$ cat src/rtl/video_timing_detector_if.sv
// Pixel stream as seen at the mixer output: pixel enable plus the three VGA
// timing strobes. The mixer drives it, the timing detector listens.
interface video_timing_detector_if;
  logic CE_PIXEL;
  logic VGA_HS;
  logic VGA_VS;
  logic VGA_DE;

  modport master (output CE_PIXEL, VGA_HS, VGA_VS, VGA_DE);
  modport slave  (input  CE_PIXEL, VGA_HS, VGA_VS, VGA_DE);
endinterface

$ cat src/rtl/video_timing_detector.sv
// Measures line/frame geometry and sync polarity of a VGA stream and reports
// the result once it has been identical for STABLE_FRAMES consecutive frames.
module video_timing_detector #(
  parameter int CNT_W         = 12,
  parameter int STABLE_FRAMES = 4,
  parameter int TIMEOUT       = 2**22
) (
  input  logic                          CLK_VIDEO,
  input  logic                          RESET_N,
  video_timing_detector_if.slave        vid,
  output logic [CNT_W-1:0]              H_TOTAL,
  output logic [CNT_W-1:0]              H_ACTIVE,
  output logic [CNT_W-1:0]              V_TOTAL,
  output logic [CNT_W-1:0]              V_ACTIVE,
  output logic                          HS_POL,
  output logic                          VS_POL,
  output logic                          LOCKED,
  output logic                          MODE_CHG
);
  localparam int TMO_W = $clog2(TIMEOUT + 1);
  localparam int MC_W  = $clog2(STABLE_FRAMES + 1);
  localparam logic [CNT_W-1:0] CNT_MAX   = '1;
  localparam logic [TMO_W-1:0] TMO_LIMIT = TMO_W'(TIMEOUT);
  localparam logic [MC_W-1:0]  MC_LAST   = MC_W'(STABLE_FRAMES - 1);

  typedef struct packed {
    logic [CNT_W-1:0] h_total;
    logic [CNT_W-1:0] h_active;
    logic [CNT_W-1:0] v_total;
    logic [CNT_W-1:0] v_active;
    logic             hs_pol;
    logic             vs_pol;
  } mode_t;

  typedef enum logic [1:0] {S_SEARCH, S_MEASURE, S_LOCKED} state_t;

  function automatic logic [CNT_W-1:0] sat_inc(input logic [CNT_W-1:0] v);
    return (v == CNT_MAX) ? v : v + 1'b1;
  endfunction

  logic             hs_s_reg, vs_s_reg, hs_pol_reg, vs_pol_reg;
  logic [CNT_W-1:0] hcnt_reg, decnt_reg, hhi_reg, h_meas_reg, ha_meas_reg;
  logic [CNT_W-1:0] hcnt_next, decnt_next, hhi_next, h_meas_next, ha_meas_next;
  logic [CNT_W-1:0] lcnt_reg, acnt_reg, vhi_reg, lcnt_next, acnt_next, vhi_next;
  logic             line_pol_h_reg, line_pol_h_next;
  mode_t            cand_now, cand_reg, prev_reg, out_reg;
  logic             cand_valid, pol_same, cand_ok_reg, frame_evt_reg, match;
  logic [TMO_W-1:0] tmo_reg;
  logic             tmo_hit;
  state_t           state_reg, state_next;
  logic [MC_W-1:0]  match_cnt_reg, match_cnt_next;
  logic             load_out, clear_out, mode_chg_reg, mode_chg_next;

  logic hs_lead, vs_lead;
  assign hs_lead = vid.CE_PIXEL && (vid.VGA_HS == hs_pol_reg) && (hs_s_reg != hs_pol_reg);
  assign vs_lead = vid.CE_PIXEL && (vid.VGA_VS == vs_pol_reg) && (vs_s_reg != vs_pol_reg);

  // The pixel at an HS leading edge is the first pixel of the new line, so
  // the line counters restart at that pixel rather than at zero.
  always_comb begin
    hcnt_next       = hcnt_reg;
    decnt_next      = decnt_reg;
    hhi_next        = hhi_reg;
    h_meas_next     = h_meas_reg;
    ha_meas_next    = ha_meas_reg;
    line_pol_h_next = line_pol_h_reg;
    lcnt_next       = lcnt_reg;
    acnt_next       = acnt_reg;
    vhi_next        = vhi_reg;
    if (vid.CE_PIXEL) begin
      if (hs_lead) begin
        h_meas_next = hcnt_reg;
        // Blanking lines carry no active width; keep the last real one.
        if (decnt_reg != '0) begin
          ha_meas_next = decnt_reg;
          acnt_next    = sat_inc(acnt_reg);
        end
        if (hcnt_reg != '0)
          line_pol_h_next = ({hhi_reg, 1'b0} < {1'b0, hcnt_reg});
        lcnt_next  = sat_inc(lcnt_reg);
        if (vs_s_reg)
          vhi_next = sat_inc(vhi_reg);
        hcnt_next  = CNT_W'(1);
        decnt_next = vid.VGA_DE ? CNT_W'(1) : '0;
        hhi_next   = vid.VGA_HS ? CNT_W'(1) : '0;
      end else begin
        hcnt_next = sat_inc(hcnt_reg);
        if (vid.VGA_DE) decnt_next = sat_inc(decnt_reg);
        if (vid.VGA_HS) hhi_next   = sat_inc(hhi_reg);
      end
    end
    cand_now.h_total  = h_meas_next;
    cand_now.h_active = ha_meas_next;
    cand_now.v_total  = lcnt_next;
    cand_now.v_active = acnt_next;
    cand_now.hs_pol   = line_pol_h_next;
    cand_now.vs_pol   = (lcnt_next != '0) ? ({vhi_next, 1'b0} < {1'b0, lcnt_next}) : vs_pol_reg;
    if (vs_lead) begin
      lcnt_next = '0;
      acnt_next = '0;
      vhi_next  = '0;
    end
  end

  assign cand_valid = (cand_now.h_total != CNT_MAX) && (cand_now.h_active != CNT_MAX) &&
                      (cand_now.v_total != CNT_MAX) && (cand_now.v_active != CNT_MAX);
  assign pol_same   = (cand_now.hs_pol == hs_pol_reg) && (cand_now.vs_pol == vs_pol_reg);
  assign match      = cand_ok_reg && (cand_reg == prev_reg);
  assign tmo_hit    = (tmo_reg == TMO_LIMIT);

  always_ff @(posedge CLK_VIDEO or negedge RESET_N) begin
    if (!RESET_N) begin
      hs_s_reg       <= 1'b0;
      vs_s_reg       <= 1'b0;
      hs_pol_reg     <= 1'b1;
      vs_pol_reg     <= 1'b1;
      line_pol_h_reg <= 1'b1;
      hcnt_reg       <= '0;
      decnt_reg      <= '0;
      hhi_reg        <= '0;
      h_meas_reg     <= '0;
      ha_meas_reg    <= '0;
      lcnt_reg       <= '0;
      acnt_reg       <= '0;
      vhi_reg        <= '0;
      cand_reg       <= '0;
      prev_reg       <= '0;
      cand_ok_reg    <= 1'b0;
      frame_evt_reg  <= 1'b0;
      tmo_reg        <= '0;
    end else begin
      hcnt_reg       <= hcnt_next;
      decnt_reg      <= decnt_next;
      hhi_reg        <= hhi_next;
      h_meas_reg     <= h_meas_next;
      ha_meas_reg    <= ha_meas_next;
      line_pol_h_reg <= line_pol_h_next;
      lcnt_reg       <= lcnt_next;
      acnt_reg       <= acnt_next;
      vhi_reg        <= vhi_next;
      frame_evt_reg  <= vs_lead;
      if (vid.CE_PIXEL) begin
        hs_s_reg <= vid.VGA_HS;
        vs_s_reg <= vid.VGA_VS;
      end
      // A polarity change is adopted immediately but never counts as a match.
      if (vs_lead) begin
        prev_reg    <= cand_reg;
        cand_reg    <= cand_now;
        cand_ok_reg <= cand_valid && pol_same;
        hs_pol_reg  <= cand_now.hs_pol;
        vs_pol_reg  <= cand_now.vs_pol;
      end
      if (vs_lead)
        tmo_reg <= '0;
      else if (!tmo_hit)
        tmo_reg <= tmo_reg + 1'b1;
    end
  end

  always_comb begin
    state_next     = state_reg;
    match_cnt_next = match_cnt_reg;
    load_out       = 1'b0;
    clear_out      = 1'b0;
    mode_chg_next  = 1'b0;
    if (tmo_hit) begin
      state_next     = S_SEARCH;
      match_cnt_next = '0;
      clear_out      = 1'b1;
      mode_chg_next  = (state_reg == S_LOCKED);
    end else if (frame_evt_reg) begin
      case (state_reg)
        S_SEARCH: begin
          state_next     = S_MEASURE;
          match_cnt_next = '0;
        end
        S_MEASURE: begin
          if (!match) begin
            match_cnt_next = '0;
          end else if (match_cnt_reg == MC_LAST) begin
            state_next     = S_LOCKED;
            match_cnt_next = '0;
            load_out       = 1'b1;
            mode_chg_next  = 1'b1;
          end else begin
            match_cnt_next = match_cnt_reg + 1'b1;
          end
        end
        S_LOCKED: begin
          if (!match) begin
            state_next     = S_MEASURE;
            match_cnt_next = '0;
            mode_chg_next  = 1'b1;
          end
        end
        default: state_next = S_SEARCH;
      endcase
    end
  end

  always_ff @(posedge CLK_VIDEO or negedge RESET_N) begin
    if (!RESET_N) begin
      state_reg     <= S_SEARCH;
      match_cnt_reg <= '0;
      mode_chg_reg  <= 1'b0;
      out_reg       <= '0;
    end else begin
      state_reg     <= state_next;
      match_cnt_reg <= match_cnt_next;
      mode_chg_reg  <= mode_chg_next;
      if (clear_out)
        out_reg <= '0;
      else if (load_out)
        out_reg <= cand_reg;
    end
  end

  assign H_TOTAL  = out_reg.h_total;
  assign H_ACTIVE = out_reg.h_active;
  assign V_TOTAL  = out_reg.v_total;
  assign V_ACTIVE = out_reg.v_active;
  assign HS_POL   = out_reg.hs_pol;
  assign VS_POL   = out_reg.vs_pol;
  assign LOCKED   = (state_reg == S_LOCKED);
  assign MODE_CHG = mode_chg_reg;
endmodule

$ cat src/flat_wrapper.sv
// flat-port wrapper written by rule: the top's interface ports become plain ports
module video_timing_detector_flat 
#(
  parameter int CNT_W         = 12,
  parameter int STABLE_FRAMES = 4,
  parameter int TIMEOUT       = 2**22
)
  (CLK_VIDEO, RESET_N, H_TOTAL, H_ACTIVE, V_TOTAL, V_ACTIVE, HS_POL, VS_POL, LOCKED, MODE_CHG, vid_CE_PIXEL, vid_VGA_HS, vid_VGA_VS, vid_VGA_DE);
  video_timing_detector_if vid_i ();
  input  logic CLK_VIDEO;
  input  logic RESET_N;
  output logic [CNT_W-1:0] H_TOTAL;
  output logic [CNT_W-1:0] H_ACTIVE;
  output logic [CNT_W-1:0] V_TOTAL;
  output logic [CNT_W-1:0] V_ACTIVE;
  output logic HS_POL;
  output logic VS_POL;
  output logic LOCKED;
  output logic MODE_CHG;
  input wire logic [$bits(vid_i.CE_PIXEL)-1:0] vid_CE_PIXEL;
  input wire logic [$bits(vid_i.VGA_HS)-1:0] vid_VGA_HS;
  input wire logic [$bits(vid_i.VGA_VS)-1:0] vid_VGA_VS;
  input wire logic [$bits(vid_i.VGA_DE)-1:0] vid_VGA_DE;
  assign vid_i.CE_PIXEL = vid_CE_PIXEL;
  assign vid_i.VGA_HS = vid_VGA_HS;
  assign vid_i.VGA_VS = vid_VGA_VS;
  assign vid_i.VGA_DE = vid_VGA_DE;
  video_timing_detector #(.CNT_W(CNT_W), .STABLE_FRAMES(STABLE_FRAMES), .TIMEOUT(TIMEOUT)) u_core (.CLK_VIDEO(CLK_VIDEO), .RESET_N(RESET_N), .vid(vid_i), .H_TOTAL(H_TOTAL), .H_ACTIVE(H_ACTIVE), .V_TOTAL(V_TOTAL), .V_ACTIVE(V_ACTIVE), .HS_POL(HS_POL), .VS_POL(VS_POL), .LOCKED(LOCKED), .MODE_CHG(MODE_CHG));
endmodule
$ cat config.mk
export PLATFORM = sky130hd
export DESIGN_NAME = video_timing_detector_flat
export DESIGN_NICKNAME = d
export VERILOG_FILES = /design/src/rtl/video_timing_detector_if.sv /design/src/rtl/video_timing_detector.sv /design/src/flat_wrapper.sv
export SDC_FILE = /design/constraint.sdc
export NUM_CORES = 1
export LEC_CHECK = 0
export BUFFER_PORTS_ARGS = -buffer_cell sky130_fd_sc_hd__buf_2
export CAP_MARGIN = 20
export CORE_ASPECT_RATIO = 0.6
export CORE_MARGIN = 1.5
export CORE_UTILIZATION = 63
export CTS_CLUSTER_DIAMETER = 80
export DETAILED_ROUTE_END_ITERATION = 7
export HOLD_SLACK_MARGIN = 0.02
export PLACE_DENSITY = 0.81
export SKIP_CTS_REPAIR_TIMING = 1
export SLEW_MARGIN = 10
export SYNTH_ARGS = -nofsm -noshare
export SYNTH_HDL_FRONTEND = slang
export SYNTH_SLANG_ARGS = --single-unit
$ cat constraint.sdc
create_clock -name CLK_VIDEO -period 8.9 [get_ports CLK_VIDEO]
set_input_delay 0.445 -clock CLK_VIDEO [delete_from_list [all_inputs] [get_ports CLK_VIDEO]]
set_output_delay 0.445 -clock CLK_VIDEO [all_outputs]
set_load 0.02 [all_outputs]
==> results of run 1 <==
worst paths after layout:
kind | endpoint | slack [ns] | start | cells after the start
max | u_core.vs_pol_reg | 4.45 | u_core.hs_pol_reg | 14
min | u_core.H_ACTIVE[1] | -0.002 | RESET_N | 1
max reg2reg | u_core.vs_pol_reg | 4.45 | u_core.hs_pol_reg | 14
min reg2reg | u_core.H_TOTAL[11] | 0.49 | u_core.H_TOTAL[11] | 1
max in group asynchronous | u_core.lcnt_reg[1] | 7.33 | RESET_N | 2
min in group CLK_VIDEO | u_core.decnt_reg[0] | 0.15 | vid_VGA_DE | 3
worst max-delay path, cell delays in order, from the launching register on:
cell	delay [ns]
sky130_fd_sc_hd__dfstp_2	0.60
sky130_fd_sc_hd__nand4b_1	0.53
sky130_fd_sc_hd__nand2_1	0.25
sky130_fd_sc_hd__nand2_1	0.11
sky130_fd_sc_hd__a31oi_2	0.46
sky130_fd_sc_hd__nor3b_1	0.32
sky130_fd_sc_hd__xor2_1	0.21
sky130_fd_sc_hd__ha_1	0.27
sky130_fd_sc_hd__and3_1	0.19
sky130_fd_sc_hd__a221oi_1	0.25
sky130_fd_sc_hd__o21ai_0	0.16
sky130_fd_sc_hd__a221o_1	0.32
sky130_fd_sc_hd__nand2b_1	0.19
sky130_fd_sc_hd__o41ai_1	0.29
sky130_fd_sc_hd__o311a_1	0.23
synthesized netlist by cell type, drive strengths merged (11+ instances only):
| cell | count |
|---|---|
| a21oi | 31 |
| a22o | 51 |
| and2 | 14 |
| and3 | 14 |
| buf | 15 |
| clkbuf | 45 |
| dfrtp | 279 |
| ha | 37 |
| inv | 38 |
| mux2i | 13 |
| nand2 | 317 |
| nand2b | 22 |
| nand3 | 39 |
| nand4 | 42 |
| nor2 | 101 |
| nor3 | 24 |
| nor4 | 31 |
| o21ai | 69 |
| or3 | 11 |
| xnor2 | 68 |
| xor2 | 47 |
cells by family (layout without fill, tap and decap cells):
group                      Yosys count  after routing  synth area share, %
AOI/OAI and AO/OA                  208            208                 10.8
xor gates and xnor gates           115            115                 7.29
adders and majority gates           37             37                 3.35
buffers and inverters               98            153                 2.85
DFF                                282            282                 51.1
muxes                               20             20                 1.51
and+or+nand+nor                    660            660                 23.1
where the power goes:
part	internal [uW]	switching (uW)
registers	1450	211
logic	331	501
clock network	679	497
per-layer routing:
metal / track usage [%] / up-vias / share of wire (%)
met5: 0 / - / 0
met4: 5.96 / 0 / 1.9
met3: 6.42 / 51 / 8.3
met2: 40.4 / 384 / 41
met1: 47.9 / 5246 / 49
li1: - / 5019 / -
metrics by stage:
step	hold slack [ns]	area (um^2)	setup slack, ns	total power (uW)	utilization [%]
3_5_place_dp	0.476	14300	4.39	2480	67.5
3_3_place_gp	0.477	14300	4.49	2450	67.5
4_1_cts	0.0631	15200	4.51	3670	71.7
6_report	-0.00195	15200	4.45	3660	71.7
2_1_floorplan	0.149	13800	5.04	2210	-
5_1_grt	0.0716	15200	4.03	3850	71.7
layout make-up:
cell class	instances	area [um^2]
Clock buffer	36	748
Clock inverter	10	150
Fill cell	1527	6000
Inverter	38	145
Multi-Input combinational cell	1040	6400
Sequential cell	282	7060
Tap cell	279	349
Timing Repair Buffer	69	385
==> metrics.yaml, run 1 <==
fp.coreArea_mm2: 0.0212
worst_pin_slew_ns: 1.08
final_common_cell: "sky130_fd_sc_hd__nand2_1"
place.detailed.hpwl_um: 23100
ys.warnings.count: 0
total_inserted_antenna_cells: 0
violated_checks: "design-rule violations, negative hold slack"
setup-violations-final: 0
cellPowerDensity_mw_per_mm2: 241
area_growth_syn_to_layout_pct: 10.3
ys_seq_elements: 282
postSynth.topFlopCell: "sky130_fd_sc_hd__dfrtp_1"
timing.hold.ws_ns: -0.00195
worst_setup_end_kind: "register"
syn_nets: 1463
detail_route.wirelength_um: 33000
fmaxAchievable_mhz: 225
worstSetupPathType: "register to register"
core.rowCount: 41
drv_cap: 0
largest_cells_by_area_after_synthesis: "sky130_fd_sc_hd__dfrtp_1 51%, sky130_fd_sc_hd__nand2_1 8.6%, sky130_fd_sc_hd__xnor2_1 4.3%"
count_of_flip_flops_with_a_built_in_enable_after_synthesis: 0
crit_arrival_ns: 4.93
number_of_clock_sinks: 282
gate_count_post_synth: 1420
start_util_pct: 65.0
floorplan.die.width_um: 194
period_minus_slack_ns: 4.45
timing_hold_violations_final: 3
grt_setup_unrepaired: "no"
routed-via-count: 10700
final_max_slew_viol_count: 0
total_die_area_mm2: 0.0229
run_status: "finished, violations left"
synth_top_area_share_pct: 50.5
clock_tree.buffer_depth: 3
first_pass_iters: 7
fin_setup_tns_ns: 0
die-height_um: 118
worst_ir_drop_vdd_v: 0.000142
clock_insertion_delay_worst_skew_ns: 0.55
seq_area_frac_synth_pct: 51.1
netlist.top_cell.by_area: "sky130_fd_sc_hd__dfrtp_1"
drtIter0Drc: 1147
slew-limit-headroom_pct: 27.7
drt-vias-per-instance: 6.10
final_non_filler_cells: 1754
synth.lib_cells_used.distinct: 78
grt_start_max_net_pins: 136
drt-wirelength-per-cell_um: 18.8
netlist_area_mm2: 0.0138
synthArstFlopShare_pct: 100
drc_errors: 5
overflow: 0
path_clk_slew_ns: 0.06
leakagePower_uw: 0.00733
data_required_critical_path_ns: 9.38
total_number_of_h_tree_levels: 1
hold_path.class: "input pin to asynchronous set/reset pin"
final.setup_skew_ns: 0.0106
antenna_found_initial: 1
antenna_left: 0
post_synth.cell_area_avg_um2: 9.73
worst_setup_path_start_kind: "register"
gr-usage-all-layers_pct: 29.6
fin_nets: 1500
layout_worst_path_cycle_share_pct: 50.0
dp.cells: 1708
number_of_buffers_added_on_ports: 57
cts_root_buffer: "sky130_fd_sc_hd__clkbuf_16"
total_clock_buffers_created_by_cts: 26
leading_cell_types_in_the_layout_fill_and_taps_excluded: "317 x sky130_fd_sc_hd__nand2_1, 279 x sky130_fd_sc_hd__dfrtp_1, 98 x sky130_fd_sc_hd__nor2_1"
grt_pass1_vias: 10100
tritoncts_clock_tree: "done"
io_pins: 58
critical_path.max_fanout: 11
wire_length_of_the_first_global_routing_pass_um: 54100
globalplace.congestion: 0.907
post_route_cells_drive_above_1_share_pct: 10.5
Power figures use the tool's default switching activity.
==> run 2: changes to the inputs <==
- CORE_UTILIZATION: 63 -> 62
- PLACE_DENSITY: 0.81 -> 0.8
- clock period: 8.9 -> 4.3 ns (I/O delays scaled with it)
==> metrics.yaml, run 2 (synthesis results as in run 1) <==
run_status: "complete, no violations"
total_area_of_multi_input_combinational_cells_mm2: 0.00640  # unchanged
clock_insertion_delay_worst_skew_ns: 0.55  # about the same
gr-usage-all-layers_pct: 29.6  # about the same
report.power.total_uw: 7770  # +110%
number_of_clock_sinks: 282  # unchanged
m1WireLength_um: 16400  # +0.80%
layout_worst_path_cycle_share_pct: 91.7  # +42 points
worst_pin_slew_ns: 0.913  # -0.171 ns
routed-via-count: 10700  # +0.36%
final_core_utilization_pct: 70.4  # -1.3 points
met3RoutedLength_um: 2590  # -5.4%
fin_nets: 1520  # +1.3%
data_required_critical_path_ns: 4.77  # -4.61 ns
fin_setup_tns_ns: 0  # unchanged
timing.critical_path.max_delay_family: "compound AO/OA/AOI/OAI gates"
worst_setup_path_start_kind: "register"
worst_setup_end_kind: "register"
final.setup_skew_ns: 0.0221  # +0.0115 ns
cellPowerDensity_mw_per_mm2: 502  # +110%
critical_path.max_fanout: 10  # -1
met2RoutedLength_um: 13600  # +1.7%
period_minus_slack_ns: 3.94  # -0.508 ns
timing.reg2reg.setup_slack_ns: 0.36  # -4.09 ns
number_of_buffers_added_on_ports: 57  # unchanged
cp_num_buf_inv: 2  # +2
place_ws_ns: 0.430  # -3.96 ns
setup-violations-final: 0  # unchanged
overflow: 0  # unchanged
dp.cells: 1733  # +1.5%
drtIter0Drc: 978  # -15%
globalplace.congestion: 0.939  # +3.5%
floorplan.die.width_um: 196  # +0.79%
fmaxAchievable_mhz: 254  # +13%
grt_setup_unrepaired: "no"
total_inserted_antenna_cells: 0  # unchanged
die-height_um: 119  # +0.79%
wire_length_of_the_first_global_routing_pass_um: 54600  # +0.76%
final.fill_count: 1609  # +5.4%
start_util_pct: 62.9  # -2.2 points
critical_path.reg2reg.startpoint: "u_core.hs_pol_reg"
antenna_found_initial: 0  # -1
total_clock_buffers_created_by_cts: 26  # unchanged
fp.coreArea_mm2: 0.0220  # +3.4%
path_clk_slew_ns: 0.06  # about the same
tritoncts_clock_tree: "done"
top_signal_layer_used: "met4"
list_of_cells_traversed_by_the_critical_path: "nand4b_1 -> buf_4 -> nand2_1 -> nand2_1 -> a31oi_2 -> buf_4 -> nor3b_1 -> xor2_1 -> ha_1 -> and3_1 -> a221oi_1 -> o21ai_0 -> a221o_1 -> nand2b_1 -> o41ai_1 -> o311a_1"
leakagePower_uw: 0.00746  # +1.7%
drt-vias-per-instance: 6.02  # -1.3%
grt_pass1_vias: 9991  # -1.0%
antenna_left: 0  # unchanged
grt_start_max_net_pins: 127  # -6.6%
layout_setup_ws_ns: 0.357  # -4.09 ns
regArea_mm2: 0.00706  # unchanged
leading_cell_types_in_the_layout_fill_and_taps_excluded: "317 x sky130_fd_sc_hd__nand2_1, 279 x sky130_fd_sc_hd__dfrtp_1, 98 x sky130_fd_sc_hd__nor2_1"
drt-wirelength-per-cell_um: 18.6  # -1.2%
detail_route.wirelength_um: 33100  # +0.43%
rr_endpoint: "u_core.vs_pol_reg"
cp_slowest_cell: "sky130_fd_sc_hd__dfstp_2"
worst_ir_drop_vdd_v: 0.000325  # +130%
clock_tree.buffer_depth: 3  # unchanged
hold-path-endpoint: "u_core.vs_s_reg"
crit_arrival_ns: 4.41  # -0.52 ns
place.detailed.hpwl_um: 23300  # +0.92%
final_max_slew_viol_count: 0  # unchanged
cts_root_buffer: "sky130_fd_sc_hd__clkbuf_16"
hold-path-cell-count: 2
worstHoldStart: "vid_VGA_VS"
total_die_area_mm2: 0.0232  # +1.6%
drv_cap: 0  # unchanged
final_non_filler_cells: 1783  # +1.7%
total_number_of_h_tree_levels: 1  # unchanged
first_pass_iters: 6  # -1
hold_path.class: "input pin to register"
final_common_cell: "sky130_fd_sc_hd__nand2_1"
slew-limit-headroom_pct: 39.1  # +11 points
core.rowCount: 42  # +2.4%
timing_hold_violations_final: 0  # -3
io_pins: 58  # unchanged
crit_path_max_incr_delay_ns: 0.61  # about the same
area_growth_syn_to_layout_pct: 12.0
worstSetupPathType: "register to register"
drc_errors: 0  # -5
ff2ff_path_depth: 16  # +2
post_route_cells_drive_above_1_share_pct: 11.7  # +1.2 points
[run 2: worst max path at each step]
stage | cells past startpoint | slack (ns) | start | to
floorplan | 17 | 0.44 | u_core.hs_pol_reg | u_core.cand_ok_reg
global placement | 16 | 0.56 | u_core.hs_pol_reg | u_core.cand_ok_reg
detailed placement | 16 | 0.43 | u_core.hs_pol_reg | u_core.vs_pol_reg
CTS | 16 | 0.38 | u_core.hs_pol_reg | u_core.vs_pol_reg
global route | 16 | 0.13 | u_core.hs_pol_reg | u_core.vs_pol_reg
finish | 16 | 0.36 | u_core.hs_pol_reg | u_core.vs_pol_reg
[run 2: per-layer routing]
layer  up-vias  track usage, %
met5         -               0
met4         0            5.34
met3        42            6.48
met2       379            41.2
met1      5272            47.4
li1       5046               -
[run 2: layout make-up]
cell class	count	area share (%)
Clock buffer	34	4.66
Tap cell	286	2.31
Sequential cell	282	45.6
Timing Repair Buffer	89	3.57
Inverter	38	0.938
Multi-Input combinational cell	1040	41.3
Clock inverter	14	1.56
[run 2: where the power goes]
group          leakage (uW)  internal, uW  switching [uW]
combinational       0.00313           708            1060
sequential          0.00385          2990             428
clock              0.000470          1550            1040
total               0.00746          5250            2520
[run 2: metrics by stage]
stage | area [um^2] | hold WS [ns]
floorplan | 13800 | -0.0806
global placement | 14500 | 0.388
global route | 15500 | 0.0456
detailed placement | 14500 | 0.379
finish | 15500 | 0.0471
CTS | 15500 | -0.189
